## src/rtl/mux_rr_arbiter_pkg.sv

```systemverilog
// Shared constants and types for the round-robin arbiter that owns the 4:1 mux select.
// Sources a..d map to indices 0..3, matching req/gnt bit order.
package mux_rr_arbiter_pkg;

    localparam int N_REQ = 4;
    localparam int SEL_W = 2;

    localparam logic [SEL_W-1:0] SRC_A = 2'd0;
    localparam logic [SEL_W-1:0] SRC_B = 2'd1;
    localparam logic [SEL_W-1:0] SRC_C = 2'd2;
    localparam logic [SEL_W-1:0] SRC_D = 2'd3;

    // Pointer starts at the last source so source a wins the first arbitration.
    localparam logic [SEL_W-1:0] PTR_RESET = SRC_D;

    typedef enum logic {
        ST_IDLE = 1'b0,
        ST_BUSY = 1'b1
    } state_e;

endpackage

```

## src/rtl/mux_rr_arbiter_rr_pick.sv

```systemverilog
// Combinational rotating-priority picker: the first set req bit scanning upward
// from base+1 with wrap-around, so base itself has the lowest priority.
module rr_pick
    import mux_rr_arbiter_pkg::*;
(
    input  logic [N_REQ-1:0] req,
    input  logic [SEL_W-1:0] base,
    output logic             any,
    output logic [SEL_W-1:0] idx,
    output logic [N_REQ-1:0] onehot
);

    logic [SEL_W-1:0] cand;

    always_comb begin
        // NOTE: every output of a combinational block gets a default first; a path
        // that leaves one unassigned infers a latch.
        any    = 1'b0;
        idx    = base;
        onehot = '0;
        cand   = base;
        // Scan from lowest to highest priority so the highest-priority hit is written last.
        for (int k = N_REQ; k >= 1; k--) begin
            cand = base + SEL_W'(k);
            if (req[cand]) begin
                any = 1'b1;
                idx = cand;
            end
        end
        if (any) begin
            onehot = N_REQ'(1) << idx;
        end
    end

endmodule

```

## src/rtl/mux_rr_arbiter.sv

```systemverilog
// Round-robin arbiter producing a registered one-hot grant and the 4:1 mux select {s1,s0}.
// Ownership is capped at MAX_HOLD consecutive cycles (0 = unlimited).
module mux_rr_arbiter
    import mux_rr_arbiter_pkg::*;
#(
    parameter int MAX_HOLD = 8
) (
    input  logic             clk,
    input  logic             rst,
    input  logic [N_REQ-1:0] req,
    output logic [N_REQ-1:0] gnt,
    output logic [SEL_W-1:0] sel,
    output logic             gnt_valid,
    output logic [3:0]       hold_cnt
);

    localparam int         LIMIT_I    = (MAX_HOLD == 0) ? 0 : MAX_HOLD - 1;
    localparam logic [3:0] HOLD_LIMIT = 4'(LIMIT_I);
    localparam logic [3:0] HOLD_SAT   = 4'd15;

    state_e           state_q, state_d;
    logic [SEL_W-1:0] ptr_q, ptr_d;
    logic [SEL_W-1:0] sel_q, sel_d;
    logic [N_REQ-1:0] gnt_q, gnt_d;
    logic [3:0]       hold_q, hold_d;

    logic             pick_any;
    logic [SEL_W-1:0] pick_idx;
    logic [N_REQ-1:0] pick_onehot;
    logic             at_limit;

    // The pointer always equals the current owner while BUSY, so one picker based
    // on it covers both the idle grant and the re-arbitration on release or limit.
    rr_pick u_pick (
        .req    (req),
        .base   (ptr_q),
        .any    (pick_any),
        .idx    (pick_idx),
        .onehot (pick_onehot)
    );

    assign at_limit = (MAX_HOLD != 0) && (hold_q == HOLD_LIMIT);

    always_comb begin
        state_d = state_q;
        ptr_d   = ptr_q;
        sel_d   = sel_q;
        gnt_d   = gnt_q;
        hold_d  = hold_q;

        if (state_q == ST_IDLE || !req[sel_q] || at_limit) begin
            if (pick_any) begin
                state_d = ST_BUSY;
                ptr_d   = pick_idx;
                sel_d   = pick_idx;
                gnt_d   = pick_onehot;
                hold_d  = '0;
            end else begin
                state_d = ST_IDLE;
                gnt_d   = '0;
                hold_d  = '0;
            end
        end else if (hold_q != HOLD_SAT) begin
            hold_d = hold_q + 4'd1;
        end
    end

    always_ff @(posedge clk) begin
        // NOTE: state registers use non-blocking assignments so every flop samples
        // the pre-edge values, independent of statement order.
        if (rst) begin
            state_q <= ST_IDLE;
            ptr_q   <= PTR_RESET;
            sel_q   <= SRC_A;
            gnt_q   <= '0;
            hold_q  <= '0;
        end else begin
            state_q <= state_d;
            ptr_q   <= ptr_d;
            sel_q   <= sel_d;
            gnt_q   <= gnt_d;
            hold_q  <= hold_d;
        end
    end

    assign gnt       = gnt_q;
    assign sel       = sel_q;
    assign gnt_valid = |gnt_q;
    assign hold_cnt  = hold_q;

endmodule

```

## config.mk

```make
export PLATFORM = sky130hd
export DESIGN_NAME = mux_rr_arbiter
export DESIGN_NICKNAME = d
export VERILOG_FILES = /design/src/rtl/mux_rr_arbiter_pkg.sv /design/src/rtl/mux_rr_arbiter_rr_pick.sv /design/src/rtl/mux_rr_arbiter.sv
export SDC_FILE = /design/constraint.sdc
export NUM_CORES = 1
export LEC_CHECK = 0
export BUFFER_PORTS_ARGS = -buffer_cell sky130_fd_sc_hd__buf_2
export CELL_PAD_IN_SITES_DETAIL_PLACEMENT = 1
export CELL_PAD_IN_SITES_GLOBAL_PLACEMENT = 1
export CORE_MARGIN = 2
export CORE_UTILIZATION = 25
export CTS_BUF_LIST = sky130_fd_sc_hd__clkbuf_16
export DETAILED_ROUTE_END_ITERATION = 10
export PLACE_DENSITY = 0.61
export SYNTH_ARGS = -nofsm -noshare
export SYNTH_HDL_FRONTEND = slang
export SYNTH_SLANG_ARGS = --single-unit
export TNS_END_PERCENT = 100
```

## constraint.sdc

```tcl
create_clock -name clk -period 3.5 [get_ports clk]
set_clock_uncertainty 0.1 [all_clocks]
set_input_delay 0.175 -clock clk [delete_from_list [all_inputs] [get_ports clk]]
set_output_delay 0.175 -clock clk [all_outputs]
set_load 0.02 [all_outputs]
```

# Yosys cells after proc, flatten, opt, wreduce, memory -nomap -nowiden
# Index checks and enable logic that the tools add are counted.
# Widths: inputs -> output; s select.
dict set report totals {
  register_bits 13
  inputBits 6
  out_inout_bits 11
  elab_cells 43
}
dict set report classes {
  add_sub_neg 4
  n_lt_le_gt_ge 5
  eq_ne 2
  shifts 1
  mux 19
  bitwise 1
  reduce_logical 6
}
# op count
set ops {}
lappend ops {{$lt 2x3->1 const B} 5}
lappend ops {{$bmux 1 s2} 5}
lappend ops {{$mux 1} 10}
lappend ops {{$mux 2} 3}
lappend ops {{$add 2x2->2 const B} 2}
lappend ops {{$add 4x1->4 const B} 1}
lappend ops {{$eq 4x3->1 const B} 1}
lappend ops {{$mux 4} 1}
lappend ops {{$ne 4x4->1 const B} 1}
lappend ops {{$reduce_or 4->1} 1}
lappend ops {{$shl 1x2->4 const A} 1}
lappend ops {{$add 2x1->2 const B} 1}
lappend ops {{$logic_or 1x1->1} 2}
lappend ops {{$reduce_and 2->1} 1}
lappend ops {{$reduce_or 2->1} 1}
lappend ops {{$logic_not 1->1} 1}
lappend ops {{$not 1->1} 1}

# Logic depth before layout (Yosys ltp)
dict set report logic_depth {
  ltp_word 8
  ltp_mapped 6
  ltp_nobuf 5
}

# Cells and area by module
# Synthesis repeated with hierarchy kept, for this count alone.
dict set report hier_totals {
  hier_cells 96
  hier_area_um2 808.3
}
# mod instances cells_per_inst area_per_inst_um2 seq_area_each_um2
set by_module_without_submodules {}
lappend by_module_without_submodules {mux_rr_arbiter 1 63 586.8 260.2}
lappend by_module_without_submodules {rr_pick 1 33 221.5 0.0}

# Worst setup path before layout
# Ideal clock, no wire load.
dict set report synth_timing {
  path_type {reg-to-reg}
  from {register sel_q[0] (netlist: sel[0])}
  to {register ptr_q[0]}
  arrival_ps 1524
  required_time_ps 3326
  setup_slack_ps 1802
  stages_incl_launch_ff 6
  period_less_slack_ps 1698
  cell_sequence {dfxtp_1 -> mux4_2 -> a31oi_4 -> buf_6 -> nor3_2 -> a31oi_1}
}
dict set report synth_via {
  elab_chain_cells 6
}
# item line_no
set synth_rtl {}
lappend synth_rtl {{start, declared} mux_rr_arbiter.sv:23} ;# logic [SEL_W-1:0] sel_q, sel_d;
lappend synth_rtl {{start signal, assigned} mux_rr_arbiter.sv:80} ;# sel_q <= sel_d;
lappend synth_rtl {{$bmux 1 s2} mux_rr_arbiter.sv:51} ;# if (state_q == ST_IDLE || !req[sel_q] || at_limit) begin
lappend synth_rtl {{$mux 1 (implied by the code)} mux_rr_arbiter.sv:51}
lappend synth_rtl {{$logic_not 1->1} mux_rr_arbiter.sv:51}
lappend synth_rtl {{$logic_or 1x1->1 (2 in series)} mux_rr_arbiter.sv:51}
lappend synth_rtl {{$reduce_and 2->1 (no source line)} --}
lappend synth_rtl {{end signal, assigned} mux_rr_arbiter.sv:79} ;# ptr_q <= ptr_d;
lappend synth_rtl {{end, declared} mux_rr_arbiter.sv:22} ;# logic [SEL_W-1:0] ptr_q, ptr_d;
# No other way between the ends. The select of a mux whose other input is x is not followed.
# A chain may end at the register's enable or synchronous reset.

# Worst setup path in the final report
dict set report layout_timing {
  from {register sel_q[0] (netlist: sel[0])}
  to {register sel_q[1] (netlist: sel[1])}
}
dict set report layout_via {
  elab_chain_cells 6
}
# item line_no
set layout_rtl {}
lappend layout_rtl {{$bmux 1 s2} mux_rr_arbiter.sv:51}
lappend layout_rtl {{$mux 1 (implied by the code)} mux_rr_arbiter.sv:51}
lappend layout_rtl {{$logic_not 1->1} mux_rr_arbiter.sv:51}
lappend layout_rtl {{$logic_or 1x1->1 (2 in series)} mux_rr_arbiter.sv:51}
lappend layout_rtl {{$reduce_and 2->1 (no source line)} --}
# No other way between the ends. The select of a mux whose other input is x is not followed.

==> results.txt <==
* #FFs+latches synth: 13
* Setup repair after global routing missed its margin: false
- Drt total wl: 1.45 mm
- The first global-routing pass estimated 2.36 mm of wire.
- Most used cells in the layout excluding fill and tap cells: buf_2, dfxtp_1, nor3_1, nor2_1, a32o_1
* Register share of total power: a little under two fifths
- Once layout is complete, the utilization of the core stands at 32.9%.
- Number of max-slew violations in the final report: 0
* # rows: 18
- Power density of the placed cells: 616 mW/mm2
- Longest Clk Path Bufs: 2
* Critical path capture point type: flop
- Starting density of the core: roughly a quarter
- Psw: 0.135 mW
* R2R setup slack: 1.73 ns
* Std-Cell Core Area: about 0.0024 mm2
* Hold Crit Start: rst
* Run status: completed
- At the placement stage, the worst setup path has a slack of 1.72 ns.
* DR vias: roughly 550
* Count of clock tree sinks: 13
* Inserted Diodes: 0
* Die Outline Area: 0.00292 mm2
- Sequential cell area: ~260 um2
* Latest clock arrival within the worst-skew pair: 0.24 ns
- Number of nets with antenna violations after detailed routing: 0
* Clock tree from TritonCTS: yes
- Transition at the pin with the smallest max-transition slack: 0.643 ns
- Worst-path fanout max: 11
* # fillers: 285
- Cell area after technology mapping: 626 um2
- Number of vias per cell after detailed routing: 4.99
- Growth of design area from synthesis to finish: 27.8%
* Root Buffer: clkbuf_16
* Peak supply drop: 486 uV
* Final setup vio count: 0
- Crit start category: flop
* Post-CTS setup buffer count: 0
- From left edge to right edge, the die measures 54.0 um.
- The cell count after synthesis came out at 63.
* Class of the most critical hold timing path: input port to flop
* Setup tns final: 0 ns
* Leading post-synthesis cells by cell area: dfxtp_1, a32o_1, mux2i_1
- The startpoint identified for the worst register-to-register timing path is sel[0]$_SDFFE_PP0P_.
- Clock buffers created by TritonCTS: 3
- The hold violation total from the final report was 0.
- Footprint of the multi-input gates: between 300 and 400 um2
- Entering global routing, the biggest net connects 12 pins.
* Number of detailed-routing iterations run before antenna repair: 2
* Leakage dissipation: roughly 0.35 nW
* Switching share of power: 27.3%
* Ports: 17
- Fraction of layout cells with a size suffix above 1: 27.5%
- Post-synth net total: 70
- Headroom to the max-slew limit came out at 56.7%.
- After clock tree synthesis, the repair step resized 0 gates.
- For this run, the post-layout net count is 88.
- Placed instance count: 106
- HPWL after detailed placement: between 1 and 1.5 mm
* Commonest non-fill, non-tap cell in the layout: buf_2
- For this run, design rule violations remaining after detail routing come to 0.
- Leaving out filler cells and counting taps, the final layout contains 110.
- Weighted congestion reported at the end of routability-driven placement: 0.668
- The clock network burns 42.2% of the power.
* Shortest clock period the worst path allows after layout: 1.77 ns
- Combinational cells account for a little over a fifth of the total power.
* Critical Path RT: 3.53 ns
- Clock Pin Slew Worst Setup and Hold Paths: 0.04 ns
- The count of buffers added on input and output ports is 16.
- Proportion of synthesized chip area in sequential cells: 41.6%
- Class of the most critical setup path: flop to flop
- Static timing analysis puts the maximum clock frequency at 565 MHz.
- PnR worst setup slack: 1.73 ns
* Dominant cell type by area after synthesis: dfxtp_1
- Number of antenna violations at the first check in global routing: 0
* Aggregate global-route resource usage: a little under an eighth
- Level count of the clock H-tree: 1
- Crit path launch: sel[0]$_SDFFE_PP0P_
- For this block, the initial DRC count from the detailed router was 5.
* Unique masters post-synth: 29
- Mean routed wirelength per cell: 13.2 um
* Yosys top cell area share: about two fifths
- Via count of the first global-routing pass: 520
- The total overflow left after global routing is 0.
* Quantity of hold-fixing buffers added after cts: 0
- Internal power comes to between 0.3 and 0.4 mW.
* Overall die height: 54.0 um
- Post-Syn Area per Cell: between 9 and 10 um2
* Max-capacitance violation count: 0
- In the finished design, the share of the clock period the worst path needs comes to 50.6%.
- Arrival time at the worst endpoint: 1.80 ns
* Syn. warnings: 0
-- worst max-delay path, stage by stage (launching register included) --
cell	delay, ns
dfxtp_1	0.37
mux4_2	0.56
a31oi_4	0.35
mux2i_1	0.23
nor2_1	0.05
-- final cells by class --
| type | instances | area share, % |
|---|---|---|
| multi-input cells | 45 | 41.9 |
| well taps | 30 | 4.69 |
| clock buffers | 3 | 9.39 |
| flip-flops and latches | 13 | 32.6 |
| clock inverters | 1 | 0.469 |
| inverters | 2 | 0.939 |
| repair buffers | 16 | 10.0 |
-- per-stage QoR --
stage | power [mW] | hold slack [ns] | area, um2
CTS | 0.503 | 0.141 | 800
finish | 0.492 | 0.141 | 800
global placement | 0.287 | 0.386 | 721
floorplan | 0.260 | 0.233 | 626
global route | 0.524 | 0.160 | 800
detailed placement | 0.289 | 0.378 | 721
-- final timing paths --
kind | endpoint | cells past startpoint
worst min-delay path | state_q$_SDFFE_PP0P_ | 2
worst max register to register | sel[1]$_SDFFE_PP0P_ | 4
worst max-delay path | sel[1]$_SDFFE_PP0P_ | 4
worst min register to register | gnt[2]$_SDFFE_PP0P_ | 1
-- synth_stat cells --
library cell  instances
a32o_1                4
o21a_1                1
nand3b_1              2
or4_1                 1
buf_6                 1
nand3_1               3
or2b_1                1
a31oi_4               1
a21oi_1               3
o21ai_1               1
clkbuf_1              1
nor3_1                6
buf_4                 1
nor3_2                1
nor2_1                5
a2111oi_0             1
mux4_2                1
and2_1                1
dfxtp_1              13
and3b_1               1
ha_1                  1
nor4_1                1
xnor2_1               1
a21o_1                1
or3_1                 1
inv_1                 2
nand2b_1              2
mux2i_1               3
a31oi_1               2
-- per-layer routing --
layer | share of wire, % | up-vias | GRT usage [%]
met3 | 5.0 | 0 | 6.67
met5 | 0 | - | 0
met1 | 42 | 269 | 12.4
met4 | 0 | 0 | 1.25
met2 | 53 | 8 | 20.9
li1 | - | 272 | -
-- kinds of logic (layout without fill, tap and decap cells) --
family                     Yosys count  after routing  share of synthesized area, %
AOI/OAI and AO/OA                   14             14                          18.8
muxes                                4              4                          8.40
buffers and inverters                5             22                          4.80
xor gates and xnor gates             1              1                          1.40
adders and majority gates            1              1                          2.00
DFF                                 13             13                          41.6
and+or+nand+nor                     25             25                          23.0
-- power by group through the flow --
stage               sequential [mW]  combinational (mW)  clock (mW)
finish                        0.182               0.103       0.208
global route                  0.184               0.115       0.224
CTS                           0.182               0.105       0.216
detailed placement            0.185               0.104           0
global placement              0.184               0.103           0
floorplan                     0.192              0.0681           0
-- state kept, by name, summed over array words and instances, names as in the netlist --
| register | flops |
|---|---|
| gnt | 4 |
| hold_cnt | 4 |
| ptr_q | 2 |
| sel | 2 |
| state_q | 1 |
(Power assumes the default switching activity.)
